<file path="src/rtl/seven_segment_scan_driver.sv">
`default_nettype none
// ============================================================================
// seven_segment_scan_driver -- double-buffered, blanked hex digit scanner
// Rev 1.0
// ============================================================================
module seven_segment_scan_driver #(
  parameter int NUM_DIGITS   = 4,
  parameter int REFRESH_DIV  = 50000,
  parameter int BLANK_CYCLES = 16
) (
  input  logic                                                clk,
  input  logic                                                reset,
  input  logic                                                enable,
  input  logic                                                load,
  input  logic [4*NUM_DIGITS-1:0]                             value_in,
  input  logic                                                lz_suppress,
  output logic [3:0]                                          bcd,
  output logic [NUM_DIGITS-1:0]                               an,
  output logic [$clog2(NUM_DIGITS > 1 ? NUM_DIGITS : 2)-1:0] digit_idx,
  output logic                                                frame_tick
);

  localparam int IDX_W = $clog2(NUM_DIGITS > 1 ? NUM_DIGITS : 2);
  localparam int DIV_W = $clog2(REFRESH_DIV > 1 ? REFRESH_DIV : 2);
  localparam logic [DIV_W-1:0] DIV_LAST  = DIV_W'(REFRESH_DIV - 1);
  localparam logic [DIV_W-1:0] BLANK_END = DIV_W'(BLANK_CYCLES);
  localparam logic [IDX_W-1:0] IDX_LAST  = IDX_W'(NUM_DIGITS - 1);

  typedef enum logic [1:0] {
    IDLE  = 2'd0,
    BLANK = 2'd1,
    DRIVE = 2'd2
  } state_t;

  state_t                    state;
  logic [DIV_W-1:0]          div;
  logic [4*NUM_DIGITS-1:0]   shadow;
  logic [4*NUM_DIGITS-1:0]   display;

  logic [DIV_W-1:0]          div_n;
  logic [IDX_W-1:0]          idx_n;
  logic                      wrap;
  logic [4*NUM_DIGITS-1:0]   display_n;
  logic [3:0]                nib_n;
  logic                      blank_n;
  logic                      suppress;

  // Next slot position; leaving IDLE always starts a fresh digit-0 slot.
  always_comb begin
    div_n = '0;
    idx_n = '0;
    wrap  = 1'b0;
    if (enable && (state != IDLE)) begin
      if (div == DIV_LAST) begin
        if (digit_idx == IDX_LAST) wrap = 1'b1;
        else                       idx_n = digit_idx + IDX_W'(1);
      end else begin
        div_n = div + DIV_W'(1);
        idx_n = digit_idx;
      end
    end
  end

  // Display only swaps at a frame wrap or while idle, so a frame is never torn.
  always_comb begin
    display_n = display;
    if ((state == IDLE) || wrap)
      display_n = load ? value_in : shadow;
  end

  assign nib_n   = display_n[{idx_n, 2'b00} +: 4];
  assign blank_n = (div_n < BLANK_END);

  always_comb begin
    suppress = lz_suppress && (idx_n != '0);
    for (int k = 0; k < NUM_DIGITS; k++) begin
      if ((k >= int'(idx_n)) && (display_n[4*k +: 4] != 4'h0))
        suppress = 1'b0;
    end
  end

  always_ff @(posedge clk or posedge reset) begin
    if (reset) begin
      state      <= IDLE;
      div        <= '0;
      digit_idx  <= '0;
      shadow     <= '0;
      display    <= '0;
      bcd        <= 4'h0;
      an         <= '1;
      frame_tick <= 1'b0;
    end else begin
      div       <= div_n;
      digit_idx <= idx_n;
      display   <= display_n;
      if (load) shadow <= value_in;
      if (!enable) begin
        state      <= IDLE;
        an         <= '1;
        bcd        <= 4'h0;
        frame_tick <= 1'b0;
      end else begin
        frame_tick <= wrap;
        bcd        <= nib_n;
        if (blank_n) begin
          state <= BLANK;
          an    <= '1;
        end else begin
          state <= DRIVE;
          an    <= suppress ? '1 : ~(NUM_DIGITS'(1) << idx_n);
        end
      end
    end
  end

endmodule
`default_nettype wire
</file>
<file path="config.mk">
export PLATFORM = sky130hd
export DESIGN_NAME = seven_segment_scan_driver
export DESIGN_NICKNAME = d
export VERILOG_FILES = /design/src/rtl/seven_segment_scan_driver.sv
export SDC_FILE = /design/constraint.sdc
export NUM_CORES = 1
export LEC_CHECK = 0
export CORE_MARGIN = 5
export CORE_UTILIZATION = 45
export CTS_CLUSTER_DIAMETER = 200
export DETAILED_ROUTE_END_ITERATION = 8
export PLACE_DENSITY = 0.73
export SKIP_LAST_GASP = 1
export SLEW_MARGIN = 15
export SYNTH_ARGS = -nofsm -noshare
export SYNTH_HDL_FRONTEND = slang
export SYNTH_SLANG_ARGS = --single-unit
</file>
<file path="constraint.sdc">
create_clock -name clk -period 2.87 [get_ports clk]
set_input_delay 0.287 -clock clk [delete_from_list [all_inputs] [get_ports clk]]
set_output_delay 0.287 -clock clk [all_outputs]
set_load 0.02 [all_outputs]
</file>
=== Word level (Yosys, flattened, before mapping) ===
Index checks and enable logic that the tools add are counted.

* Add/subtract/negate cells: 2
* Order comparisons: 4
* Eq/ne operators: 2
* Shift-type cells: 2
* Multiplexer cells: 21
* Bitwise logic cells: 1
* Reductions and logical operators: 13

{| class="wikitable"
|+ Operators with widths
! cell !! count
|-
| $mux W16 || 4
|-
| $add A16 B1 Y16 const B || 1
|-
| $eq A16 B16 Y1 const B || 1
|-
| $lt A16 B5 Y1 const B || 1
|-
| $mux W4 || 4
|-
| $reduce_bool A4 Y1 || 4
|-
| $shiftx A16 B5 Y4 || 1
|-
| $mux W2 || 5
|-
| $mux W1 || 8
|-
| $logic_and A1 B1 Y1 || 5
|-
| $ge A1 B2 Y1 const A || 2
|-
| $not A4 Y4 || 1
|-
| $reduce_bool A2 Y1 || 2
|-
| $shl A1 B2 Y4 const A || 1
|-
| $add A2 B1 Y2 const B || 1
|-
| $eq A2 B2 Y1 const B || 1
|-
| $ge A2 B2 Y1 const A || 1
|-
| $logic_not A2 Y1 || 1
|-
| $logic_or A1 B1 Y1 || 1
|}

* Register bits: 61
* Word-level logic and storage cells: 53

=== Depth between registers and ports, before layout ===
Gate-level depths: netlist of run 1.

* Word-level depth: 15
* Mapped depth: 9
* Mapped depth without buffers: 7

=== Worst setup path before layout of run 1 ===
No wires, ideal clock.

* Kind: flip-flop to flip-flop
* Start point: register div[11]
* End point: register bcd[1]
* Setup time: 124 ps
* Arrival: 2124 ps
* Path slack: 622 ps
* Stages on the path, launching flop included: 10
* Period minus slack after synthesis: 2248 ps
* Path through: dfrtp_1 -> buf_6 -> or3_4 -> nor4_4 -> a41o_1 -> buf_6 -> buf_12 -> mux2i_1 -> o22ai_1 -> o31a_1

* Word-level cells in the longest chain between the ends: 7

{| class="wikitable"
|+ RTL lines
! element !! RTL line !! source
|-
| start: declaration || 36 || <nowiki>logic [DIV_W-1:0] div;</nowiki>
|-
| start signal: assignment || 93 || <nowiki>div <= div_n;</nowiki>
|-
| $eq A16 B16 Y1 * || 54 || <nowiki>if (div == DIV_LAST) begin</nowiki>
|-
| $mux W1 || 54 ||
|-
| $mux W1 || 53 || <nowiki>if (enable && (state != IDLE)) begin</nowiki>
|-
| $logic_or A1 B1 Y1 || 67 || <nowiki>if ((state == IDLE) || wrap)</nowiki>
|-
| $mux W16 || 67 ||
|-
| $shiftx A16 B5 Y4 * || 71 || <nowiki>assign nib_n = display_n[{idx_n, 2'b00} +: 4];</nowiki>
|-
| $mux W4 * || 97 || <nowiki>if (!enable) begin</nowiki>
|-
| end signal: assignment || 104 || <nowiki>bcd <= nib_n;</nowiki>
|-
| end: declaration || 17 || <nowiki>output logic [3:0] bcd,</nowiki>
|}

Mark *: on every way between the ends. The rest lies on a longest branch, timed or not.

=== Worst setup path in the final report of run 1 ===
Same ends and word-level chain as after synthesis.

==> metrics.txt, run 1 <==
post-DR vias/cell 5.445; RSZ-0062 raised after global routing false; Slew Viols, Final 0; Seq/Total Area, Yosys 0.5128; Max stage delay cell, worst path dfrtp_1; endpoints failing setup 0; Die H 91.47 um; FF+latch count, synth 61; CP cell instances or3_4 -> nor4_4 -> a41o_1 -> buf_12 -> mux2i_1 -> o22ai_1 -> o31a_1; clock transition at the registers of the reported paths 0.07 ns; Post-synth EDFFs 0; CTS H-Tree Depth 3; DP Area 0.003381 mm2; R2R setup slack 0.47 ns; Critical Path Source Type register; Num Clock Sinks 61; commonest non-fill, non-tap cell in the layout dfrtp_1; biggest area consumer among synthesized cells dfrtp_1; Antenna Nets Post-Route 0; WL met2 3059 um; first-pass GRT wire length 10,530 um; Num CTS Buffers 9; most frequent cells in the layout dfrtp_1, nor2_1, clkdlybuf4s50_1; routed len/inst 15.99 um; initial DRC count 129; Initial Util 0.4677; share of power burned in registers 0.498; Clock Skew 0.01446 ns; max_slew headroom 0.6194; post-CTS setup buffers 0; Final Hold Viols 0; CP Data Required Time 3.08 ns; Crit path depth 7; RR Endpoint bcd[1]; die extent in x 91.47 um; VDD IR max 0.0003774 V; Total GRT Usage 0.1579; CP top delay family simple AND/OR/NAND/NOR gates; slew at the pin with the worst max-slew slack 0.5665 ns; Max-Cap Viols 0; Vias 2,118; fin nets 330; status completed; Detailed Place HPWL 4545 um; Die ar. 0.008366 mm2; CP max FO 24; Logic pwr share 0.106; layout cell share with drive strength beyond 1 0.1667; top routing layer used met4; Cell Int Power 1.441 mW; dominant synthesized flop cell dfrtp_1; Clock power frac 0.396; mean post-synth cell area 11.06 um2; Power Density 532.6 mW/mm2; Worst R2R Start div[11]; Hold Path Class input port to async pin; row count 29; Switching Share 0.2429; synth unique cells 54; synthesized area 0.002987 mm2; Post-Syn Instances 270; fin crit share 0.8374; Tot Pwr 1.903 mW; syn_nets 293; Sw Pwr 0.4623 mW; CP arrival 2.62 ns; largest net degree at the start of global routing 62; total gr overflow 0; M1 WL 2751 um; clock buffer depth 2; CTS root buf clkbuf_8; Final Cell Area 0.003573 mm2; min Tclk post-route 2.403 ns; drt first pass iters 4; share of the synthesized area in the top cell type 0.4776; met3 routed WL 351 um; I/O Pins 32; DRC 0; antenna violations before repair 0; Leakage 1.526 nW; post-CTS sizing 0; largest stage delay on the critical path 0.46 ns; I/O Buffers 31; Synthesis Warnings 0; Async SR Flop Fraction 1.000; number of global-route vias before repair 2,110; final wirelength 6220 um; CTS tree done; critical path class register to register; ANT cells 0; Highest Clock Rate 0.4161 GHz; P&R area growth vs syn 19.65%; setup TNS 0 ns; r2r worst-path depth 7; CTS Hold Buffers Added 0; worst skew pair latency 0.34 ns; Setup crit end kind register; synth top area cells dfrtp_1, mux2i_1, mux2_2; Core ar. 0.006386 mm2; gpl congestion 0.8979; WP buf/inv 1
## sequential cells by signal, summed over array words and instances (netlist names)
register and cells:
bcd 4, div 16, an 4, frame_tick 1, display 16, state 2, shadow 16, digit_idx 2
## area by class of cell
| type | count | area (um2) |
|---|---|---|
| clock inverters | 4 | 47.55 |
| repair buffers | 36 | 372.9 |
| flip-flops and latches | 61 | 1531 |
| clock buffers | 12 | 145.1 |
| well taps | 77 | 96.34 |
| inverters | 20 | 75.07 |
| multi-input cells | 179 | 1305 |
| fillers | 539 | 2813 |
## cells by family (layout without fill, tap and decap cells)
kind of cell | count (synthesis) | after routing | share of synthesized area
AND/OR/NAND/NOR | 97 | 97 | 0.1869
flip-flops | 61 | 61 | 0.5128
multiplexers | 34 | 34 | 0.1202
AO/OA/AOI/OAI | 31 | 31 | 0.07750
buffers and inverters | 30 | 72 | 0.05027
XOR/XNOR | 15 | 15 | 0.04399
adder cells (fa/ha/maj) | 2 | 2 | 0.008377
## per-layer routing
layer	GRT usage	up-vias
li1	-	1026
met1	0.2041	1030
met2	0.2500	56
met3	0.04959	6
met4	0.05501	0
met5	0	-
## worst reg2reg max path, stage by stage (launching register included)
cell     delay (ns)
dfrtp_1        0.46
or3_4          0.43
nor4_4         0.28
a41o_1         0.27
buf_12         0.20
mux2i_1        0.27
o22ai_1        0.11
o31a_1         0.27
## power groups by stage
| stage | sequential, mW | combinational (mW) | clock, mW |
|---|---|---|---|
| 6_report | 0.948 | 0.202 | 0.753 |
| 4_1_cts | 0.949 | 0.206 | 0.767 |
| 5_1_grt | 0.955 | 0.225 | 0.805 |
| 2_1_floorplan | 0.963 | 0.122 | 0 |
| 3_3_place_gp | 0.963 | 0.199 | 0 |
| 3_5_place_dp | 0.965 | 0.205 | 0 |
## synthesized netlist by cell type (all sizes together) (3+ instances only)
library cell,instances
a211oi,3
a21oi,6
and3,3
buf,7
clkbuf,3
dfrtp,57
dfstp,4
inv,20
mux2,15
mux2i,19
nand2,11
nand3,14
nand4,3
nor2,33
nor2b,3
nor3,3
nor4,12
o22ai,7
or3,3
xnor2,10
xor2,5
## per-stage QoR
stage | util | hold WS, ns | worst slack [ns] | instances
finish | 0.5596 | 0.3148 | 0.4665 | 389
global route | 0.5596 | 0.3422 | 0.2756 | 389
CTS | 0.5596 | 0.3248 | 0.4577 | 389
detailed placement | 0.5294 | 0.4813 | 0.4175 | 373
global placement | 0.5294 | 0.4731 | 0.4723 | 373
floorplan | - | 0.4091 | 0.6217 | 270
## worst max-delay path by stage
| stage | to | startpoint | slack [ns] |
|---|---|---|---|
| finish | bcd[1] | div[11] | 0.47 |
| global route | state[0] | div[0] | 0.28 |
| detailed placement | an[1] | load | 0.42 |
| global placement | bcd[0] | enable | 0.47 |
| floorplan | bcd[1] | div[11] | 0.62 |
| CTS | state[0] | div[0] | 0.46 |
Power figures use the tool's default switching activity.
==> run 2, diff against run 1 <==
- clock period: 2.87 -> 2.3 ns (I/O delays scaled with it)
==> metrics.txt, run 2 (synthesized netlist as in run 1, its figures left out) <==
Core ar. 0.006386 mm2; critical path class register to register; Die ar. 0.008366 mm2; Worst Setup SP div[10]; row count 29; clock transition at the registers of the reported paths 0.07 ns; P&R area growth vs syn 36.70%; fin worst setup slack -0.02486 ns; setup TNS -0.05116 ns; Detailed Place HPWL 4854 um; antenna violations before repair 0; routed len/inst 17.00 um; RSZ-0062 raised after global routing true; DP Area 0.003583 mm2; die extent in x 91.47 um; sequential standard cell area 0.001531 mm2; fin crit share 1.011; R2R setup slack -0.02 ns; final core utilization 0.6393; post-DR vias/cell 5.544; CTS H-Tree Depth 3; most frequent cells in the layout dfrtp_1, buf_4, nor2_1; Num Clock Sinks 61; CP max FO 6; fin nets 366; failing checks setup timing; Clock Skew 0.01067 ns; max_slew headroom 0.6262; ANT cells 0; Regs by FF count display x16, div x16, shadow x16; Highest Clock Rate 0.4301 GHz; first-pass GRT wire length 11,760 um; slew at the pin with the worst max-slew slack 0.5570 ns; Tot Pwr 2.697 mW; initial DRC count 95; Final Cell Area 0.004083 mm2; gpl congestion 0.8791; CTS tree done; status finished with violations; Slew Viols, Final 0; endpoints failing setup 3; VDD IR max 0.0005993 V; largest stage delay on the critical path 0.42 ns; Layout fillers 506; final wirelength 7225 um; Hold Path Class input port to async pin; layout cell share with drive strength beyond 1 0.2960; Die H 91.47 um; Worst R2R Start div[10]; total gr overflow 0; final std cells w/o fill 425; CP arrival 2.56 ns; RR Endpoint bcd[1]; Placement Setup Slack -0.06130 ns; min Tclk post-route 2.325 ns; area taken by multi-input logic gates 0.001449 mm2; Setup crit end kind register; I/O Buffers 31; placed insts 400; Antenna Nets Post-Route 0; worst skew pair latency 0.35 ns; Total GRT Usage 0.1768; Critical Path Source Type register; Critical Path End bcd[1]; largest net degree at the start of global routing 40; Final Hold Viols 0; CP cell instances or3_4 -> nor4_4 -> a41o_2 -> buf_6 -> buf_12 -> mux2i_2 -> nor2_1 -> o31a_1; number of global-route vias before repair 2,404; Hold Slack 0.2428 ns; Max-Cap Viols 0; I/O Pins 32; Leakage 1.742 nW; clock buffer depth 2; Max stage delay cell, worst path or3_4; Vias 2,356; Initial Util 0.4677; CTS Hold Buffers Added 0; Power Density 660.6 mW/mm2; commonest non-fill, non-tap cell in the layout dfrtp_1; CP Data Required Time 2.53 ns; drt first pass iters 4; CTS root buf clkbuf_8; DRC 0; Num CTS Buffers 9; r2r worst-path depth 8
-- run 2: worst min path at each step --
stage / to / startpoint / cells past startpoint / slack, ns
after CTS: div[5] / reset / 2 / 0.25
after detailed placement: display[1] / display[1] / 2 / 0.47
final: div[5] / reset / 2 / 0.24
after global placement: display[1] / display[1] / 2 / 0.47
after global routing: div[5] / reset / 2 / 0.28
after floorplan: bcd[2] / enable / 1 / 0.35
-- run 2: final cells by class --
cell class	count	share of cell area
Tap cell	77	0.02360
Inverter	20	0.01839
Clock buffer	10	0.03126
Clock inverter	6	0.02728
Multi-Input combinational cell	179	0.3549
Timing Repair Buffer	72	0.1695
Sequential cell	61	0.3751
-- run 2: power breakdown --
group | leakage (nW) | total (mW) | internal (mW) | switching, mW
Clock | 0.116 | 1.15 | 0.720 | 0.434
Sequential | 0.758 | 1.20 | 1.15 | 0.0460
Combinational | 0.868 | 0.346 | 0.183 | 0.163
Total | 1.74 | 2.70 | 2.05 | 0.643
-- run 2: metal layers --
layer / routed length [um] / GRT usage
met4: 69 / 0.04890
met5: 0 / 0
met2: 3870 / 0.2953
met1: 2948 / 0.2138
met3: 335 / 0.06612
-- run 2: repair_timing --
action                     in CTS  in global routing
buffers inserted                3                  4
pin swaps                       3                  3
setup endpoints to repair       4                 10
gates cloned                    2                  0
resized for setup               7                 19
-- run 2: worst max-delay path: cells and delay by family (launching register included) --
family | cells | cell delay, ns
flip-flops | 1 | 0.38
AO/OA/AOI/OAI | 2 | 0.60
buffers and inverters | 2 | 0.25
AND/OR/NAND/NOR | 3 | 0.72
multiplexers | 1 | 0.26
==> run 3, diff against run 2 <==
- CTS_CLUSTER_DIAMETER: 200 -> not set
- HOLD_SLACK_MARGIN: not set -> 0.03
==> results of run 3 <==
The final DEF is identical to that of run 2; final timing and power are the same.
